[src/rtl/floor_access_controller.sv]
// Request sequencer for the two-floor parking access system.
// Walks each enter/exit request through evaluation, an optional
// alternative-floor offer, and a commit or deny. It also owns the three
// free-space counters. Every output is registered from next-state values, so
// the outputs line up with the state they describe.
module floor_access_controller #(
    parameter int FLR0_NORM_CAP = 3,
    parameter int FLR0_SPEC_CAP = 2,
    parameter int FLR1_CAP      = 3,
    parameter int CNT_W         = 3,
    parameter int TIMEOUT_CYC   = 255
) (
    input  logic             CLK,
    input  logic             RST,
    input  logic [1:0]       MODE,
    input  logic             submit,
    input  logic             chosen_flr,
    input  logic             id_valid,
    input  logic             id_special,
    input  logic             chosen_flr_full,
    input  logic             alternative_flr_full,
    input  logic             exit_flr,
    input  logic             accept_alt,
    input  logic             decline,
    output logic [1:0]       action_taken,
    output logic [CNT_W-1:0] remain_flr_spec_0,
    output logic [CNT_W-1:0] remain_flr_norm_0,
    output logic [CNT_W-1:0] remain_flr_1,
    output logic             offer_alt,
    output logic             denied,
    output logic             done,
    output logic             busy
);

    localparam int TO_W = (TIMEOUT_CYC > 1) ? $clog2(TIMEOUT_CYC) : 1;
    localparam logic [TO_W-1:0]  TO_LAST  = TO_W'(TIMEOUT_CYC - 1);
    localparam logic [CNT_W-1:0] SPEC_CAP = CNT_W'(FLR0_SPEC_CAP);
    localparam logic [CNT_W-1:0] NORM_CAP = CNT_W'(FLR0_NORM_CAP);
    localparam logic [CNT_W-1:0] F1_CAP   = CNT_W'(FLR1_CAP);
    localparam logic [CNT_W-1:0] ONE      = CNT_W'(1);

    localparam logic [1:0] ACT_NONE   = 2'd0;
    localparam logic [1:0] ACT_ALT    = 2'd1;
    localparam logic [1:0] ACT_CHOSEN = 2'd2;
    localparam logic [1:0] ACT_EXIT   = 2'd3;

    typedef enum logic [2:0] {IDLE, EVAL, OFFER_ALT, COMMIT, DENY} state_t;

    state_t          state, state_nxt;
    logic [1:0]      mode_q;
    logic            flr_q, spec_q, exit_q;
    logic [1:0]      act_q, act_nxt;
    logic [TO_W-1:0] to_cnt;

    // Next-state and pending-action decision
    always_comb begin
        state_nxt = state;
        act_nxt   = act_q;
        case (state)
            IDLE: if (submit) state_nxt = EVAL;
            EVAL: begin
                if (mode_q == 2'd0) begin
                    if (id_special) begin
                        if (remain_flr_spec_0 != '0) begin
                            state_nxt = COMMIT;
                            act_nxt   = ACT_CHOSEN;
                        end else begin
                            state_nxt = DENY;
                        end
                    end else if (id_valid) begin
                        if (!chosen_flr_full) begin
                            state_nxt = COMMIT;
                            act_nxt   = ACT_CHOSEN;
                        end else if (!alternative_flr_full) begin
                            state_nxt = OFFER_ALT;
                        end else begin
                            state_nxt = DENY;
                        end
                    end else begin
                        state_nxt = DENY;
                    end
                end else if (mode_q == 2'd1) begin
                    if (id_valid || id_special) begin
                        state_nxt = COMMIT;
                        act_nxt   = ACT_EXIT;
                    end else begin
                        state_nxt = DENY;
                    end
                end else begin
                    // restrict and the reserved code both refuse the request
                    state_nxt = DENY;
                end
            end
            OFFER_ALT: begin
                // a decline outranks a simultaneous accept; any answer outranks the timeout
                if (decline) begin
                    state_nxt = DENY;
                end else if (accept_alt) begin
                    state_nxt = COMMIT;
                    act_nxt   = ACT_ALT;
                end else if (to_cnt == TO_LAST) begin
                    state_nxt = DENY;
                end
            end
            COMMIT:  state_nxt = IDLE;
            DENY:    state_nxt = IDLE;
            default: state_nxt = IDLE;
        endcase
    end

    // State, request latches, offer timer and registered outputs
    always_ff @(posedge CLK or posedge RST) begin
        if (RST) begin
            state        <= IDLE;
            mode_q       <= 2'd0;
            flr_q        <= 1'b0;
            spec_q       <= 1'b0;
            exit_q       <= 1'b0;
            act_q        <= ACT_NONE;
            to_cnt       <= '0;
            action_taken <= ACT_NONE;
            offer_alt    <= 1'b0;
            denied       <= 1'b0;
            done         <= 1'b0;
            busy         <= 1'b0;
        end else begin
            state <= state_nxt;
            act_q <= act_nxt;
            if (state == IDLE && submit) begin
                mode_q <= MODE;
                flr_q  <= chosen_flr;
            end
            if (state == EVAL) begin
                spec_q <= id_special;
                exit_q <= exit_flr;
            end
            // the timer runs only while the offer is open and restarts from 0 on each entry
            to_cnt       <= (state == OFFER_ALT) ? to_cnt + TO_W'(1) : '0;
            action_taken <= (state_nxt == COMMIT) ? act_nxt : ACT_NONE;
            offer_alt    <= (state_nxt == OFFER_ALT);
            denied       <= (state_nxt == DENY);
            done         <= (state_nxt == COMMIT) || (state_nxt == DENY);
            busy         <= (state_nxt != IDLE);
        end
    end

    // Space accounting on the edge that leaves COMMIT
    always_ff @(posedge CLK or posedge RST) begin
        if (RST) begin
            remain_flr_spec_0 <= SPEC_CAP;
            remain_flr_norm_0 <= NORM_CAP;
            remain_flr_1      <= F1_CAP;
        end else if (state == COMMIT) begin
            case (act_q)
                ACT_CHOSEN: begin
                    if (spec_q) begin
                        if (remain_flr_spec_0 != '0) remain_flr_spec_0 <= remain_flr_spec_0 - ONE;
                    end else if (!flr_q) begin
                        if (remain_flr_norm_0 != '0) remain_flr_norm_0 <= remain_flr_norm_0 - ONE;
                    end else begin
                        if (remain_flr_1 != '0) remain_flr_1 <= remain_flr_1 - ONE;
                    end
                end
                ACT_ALT: begin
                    // the user parks on the floor opposite to the one chosen
                    if (flr_q) begin
                        if (remain_flr_norm_0 != '0) remain_flr_norm_0 <= remain_flr_norm_0 - ONE;
                    end else begin
                        if (remain_flr_1 != '0) remain_flr_1 <= remain_flr_1 - ONE;
                    end
                end
                ACT_EXIT: begin
                    if (spec_q) begin
                        if (remain_flr_spec_0 < SPEC_CAP) remain_flr_spec_0 <= remain_flr_spec_0 + ONE;
                    end else if (exit_q) begin
                        if (remain_flr_1 < F1_CAP) remain_flr_1 <= remain_flr_1 + ONE;
                    end else begin
                        if (remain_flr_norm_0 < NORM_CAP) remain_flr_norm_0 <= remain_flr_norm_0 + ONE;
                    end
                end
                default: ;
            endcase
        end
    end

endmodule

[config.mk]
export PLATFORM = sky130hd
export DESIGN_NAME = floor_access_controller
export DESIGN_NICKNAME = d
export VERILOG_FILES = /design/src/rtl/floor_access_controller.sv
export SDC_FILE = /design/constraint.sdc
export NUM_CORES = 1
export LEC_CHECK = 0
export CORE_MARGIN = 8
export CORE_UTILIZATION = 52
export CTS_BUF_LIST = sky130_fd_sc_hd__clkbuf_4 sky130_fd_sc_hd__clkbuf_8 sky130_fd_sc_hd__clkbuf_16
export DETAILED_ROUTE_END_ITERATION = 8
export PLACE_DENSITY = 0.84
export SLEW_MARGIN = 10
export SYNTH_ARGS = -nofsm -noshare
export SYNTH_HDL_FRONTEND = slang
export SYNTH_SLANG_ARGS = --single-unit
export TNS_END_PERCENT = 30
[constraint.sdc]
create_clock -name CLK -period 2.15 [get_ports CLK]
set_input_delay 0.43 -clock CLK [delete_from_list [all_inputs] [get_ports CLK]]
set_output_delay 0.43 -clock CLK [all_outputs]
set_load 0.005 [all_outputs]
==> results by group <==
Worst setup path
  • Crit path DAT: 1460 ps
  • Critical Path Slowest Stage Cell: dfstp_2
  • CP Launch Type: flop
  • Worst Path Buf+Inv: 1
  • Cell family contributing the most delay on the critical path: flip-flops
  • Worst setup EP type: output port
  • Crit-path max FO: 6
  • Crit-path cells: clkdlybuf4s50_1
  • Crit-path max cell delay: 600 ps
  • Worst Setup Path Type: flop to output port
  • CP required: 1720 ps

Timing
  • Setup Viol. Count Final: 0
  • Slew @ Worst Pin: 447 ps
  • Unrepaired setup endpoints after global routing: no
  • Max-slew headroom: 70.2%
  • Layout Skew: 6.19 ps
  • Fin Setup TNS: 0 ps
  • Max-slew violations: 0
  • Fin crit share: 87.7%
  • Fmax achieved: 530 MHz
  • Clock period minus final worst setup slack: 1890 ps
  • Fin. Hold Viols: 0

Routing
  • Antenna Nets Post-Route: 0
  • Routed via count: 1,239
  • Avg WL per Cell: 15.6 um
  • Post-Route WL: 3530 um
  • Vias/cell: 5.48
  • DRT Pass-1 Iters: 4
  • First DRT Iteration DRCs: 84
  • DRC viols: 0

Final layout
  • N_diodes: 0
  • Final Util: 68.3%
  • Final Non-Filler Cells: 226
  • Layout cells sized above 1: 19.2%
  • Fillers: 239
  • Area Overhead vs Synth: 26.0%
  • Nets@finish: 200

GRT
  • Number of global-route vias before repair: 1,303
  • Antenna violations before repair: 0
  • GRT overflow: 0
  • Pin count of the biggest net entering global routing: 34
  • First-pass GRT wire length: 5780 um
  • Tot GR Track Use: 14.3%

Min path
  • Hold crit path type: primary input to async pin

Clock network
  • Number of H-tree levels: 2
  • Post-CTS Hold Buffers: 0
  • Post-CTS setup repair buffer count: 0
  • TritonCTS Buffers: 5
  • TritonCTS clock tree: done
  • Root Driver: clkbuf_4
  • Clock buffer depth: 2
  • Clock Sinks: 33
  • Clock transition at path regs: 100 ps
  • Clk_lat worst skew: 330 ps
  • Post-CTS Resized: 0

Floorplan
  • IO Pins: 28
  • CORE AREA: 3050 sq um
  • Die X: 72.4 um
  • Initial core utilization: 54.2%
  • Num rows: 20
  • Die area: 5240 sq um
  • Die Height: 72.4 um

Yosys
  • Ys Warns: 0
  • Post-synthesis compound-gate area fraction: 10.7%
  • Post-synthesis mux area share: 6.80%
  • Area share of and/or/nand/nor cells after synthesis: 19.0%
  • Cells after Synth: 144
  • Synthesis-stage register bit count: 33
  • Sequential area share after synthesis: 50.3%
  • Count of different cell masters after synthesis: 42
  • Syn Nets: 162
  • Largest family of logic cells by synthesized area: simple AND/OR/NAND/NOR gates
  • XOR/XNOR Fraction of Synth Area: 6.35%
  • Post-Synth Adder-Cell Area: 5.14%
  • Area of the mapped netlist: 1660 sq um
  • Syn avg cell area: 11.5 sq um

Power
  • Cell-internal power: 1.63 mW
  • Peak supply drop: 0.578 mV
  • Gate power share: 38.9%
  • Switching Share: 34.7%
  • Clock share of power: 17.8%
  • Register share of total power: 43.2%
  • Leak: 0.871 nW
  • Total power: 2.49 mW
  • Switch Pwr: 864 uW
  • Pwr/cell area: 1190 nW/um^2

Placement
  • GPL Wtd Cong: 0.833
  • DP Cell Count: 219
  • Port bufs: 27
  • DP HPWL: 2550 um

Run
  • Max cap viols: 0

Status
  • Status: complete, no violations
==> logic make-up after synthesis <==
family / after synthesis
AO/OA/AOI/OAI: 27
AND/OR/NAND/NOR: 51
flip-flops: 33
multiplexers: 10
buffers and inverters: 6
XOR/XNOR: 12
adder cells (fa/ha/maj): 5
==> flip-flops by register name (all words and copies together) (netlist names), 2 cells and up <==
register and count:
remain_flr_1 3, act_q 2, state 3, action_taken 2, mode_q 2, remain_flr_norm_0 3
to_cnt 8, remain_flr_spec_0 3
==> layout by cell type, fill, tap and decap left out, types with 3 or more instances in the layout <==
cell type        synthesis  routed
dfrtp_1                 28      28
clkdlybuf4s50_1          0      27
mux2_2                  10      10
nor2_1                  10      10
nand2_1                  8       8
a21oi_1                  7       7
nand3_1                  7       7
o21ai_0                  7       7
xor2_1                   7       7
buf_4                    1       6
xnor2_1                  5       5
clkbuf_4                 0       5
dfstp_2                  5       5
nor3_1                   4       4
inv_1                    4       4
nand3b_1                 3       3
or3_1                    3       3
fa_1                     3       3
==> per-layer routing <==
layer / up-vias / routed length, um / global-route usage [%]
met4: 0 / 31 / 5.78
met5: - / 0 / 0
met3: 2 / 214 / 6.61
met2: 34 / 1850 / 25.3
li1: 597 / - / -
met1: 606 / 1430 / 14.1
==> cell usage after synthesis, drive strengths merged <==
library cell | count | area share, %
nor4 | 1 | 0.38
mux2 | 10 | 6.8
nand3b | 3 | 1.4
nand4b | 1 | 0.53
a31oi | 1 | 0.38
o21a | 2 | 0.91
o21ai | 8 | 3.1
nor4b | 4 | 3.4
o41ai | 1 | 0.53
dfrtp | 28 | 42
fa | 3 | 3.6
nand4 | 1 | 0.38
or2b | 1 | 0.45
o22ai | 2 | 0.76
o31ai | 2 | 0.91
buf | 2 | 0.76
xnor2 | 5 | 2.6
and3 | 2 | 0.76
inv | 4 | 0.91
nor3 | 4 | 1.2
ha | 2 | 1.5
and2 | 2 | 0.83
a211oi | 1 | 0.45
xor2 | 7 | 3.7
nand3 | 7 | 2.1
a21oi | 7 | 2.1
nand2 | 8 | 1.8
dfstp | 5 | 7.9
o31a | 1 | 0.53
or4b | 1 | 0.83
nor3b | 2 | 1.2
nor2 | 11 | 2.6
o2bb2ai | 1 | 0.53
a211o | 1 | 0.53
or3 | 3 | 1.1
==> worst paths after layout <==
path / startpoint / endpoint / slack (ps) / cells past startpoint
setup / recovery: remain_flr_spec_0[1]$_DFFE_PP1P_ / remain_flr_spec_0[1] / 260 / 1
hold / removal: RST / to_cnt[4]$_DFF_PP0_ / 480 / 3
setup reg to reg: act_q[0]$_DFF_PP0_ / remain_flr_norm_0[2]$_DFFE_PP0P_ / 360 / 5
hold reg to reg: to_cnt[0]$_DFF_PP0_ / to_cnt[0]$_DFF_PP0_ / 520 / 1
max in group asynchronous: RST / remain_flr_1[1]$_DFFE_PP1P_ / 1350 / 3
min in group CLK: to_cnt[0]$_DFF_PP0_ / to_cnt[0]$_DFF_PP0_ / 520 / 1
==> power by group through the flow <==
| stage | clock network (mW) | registers, mW | logic (mW) |
|---|---|---|---|
| after floorplan | 0 | 1.02 | 0.624 |
| after global placement | 0 | 1.07 | 0.924 |
| after detailed placement | 0 | 1.08 | 0.969 |
| after global routing | 0.487 | 1.12 | 1.08 |
| final | 0.445 | 1.08 | 0.970 |
| after CTS | 0.456 | 1.07 | 0.987 |
==> metrics by stage <==
stage                     setup slack [ps]  area (sq um)  hold slack (ps)
after CTS                              229          2090              475
after global routing                   201          2090              504
after floorplan                        486          1660              455
after global placement                59.7          2010              470
after detailed placement              48.5          2010              504
final                                  264          2090              478
==> cell type report <==
class / count / area (sq um) / area share (%)
Sequential cell: 33 / 832 / 39.9
Multi-Input combinational cell: 105 / 796 / 38.2
Timing Repair Buffer: 33 / 315 / 15.1
Tap cell: 44 / 55.1 / 2.64
Clock buffer: 5 / 37.5 / 1.80
Clock inverter: 2 / 35.0 / 1.68
Inverter: 4 / 15.0 / 0.720
Note: power is estimated with default switching activity, not from simulation.
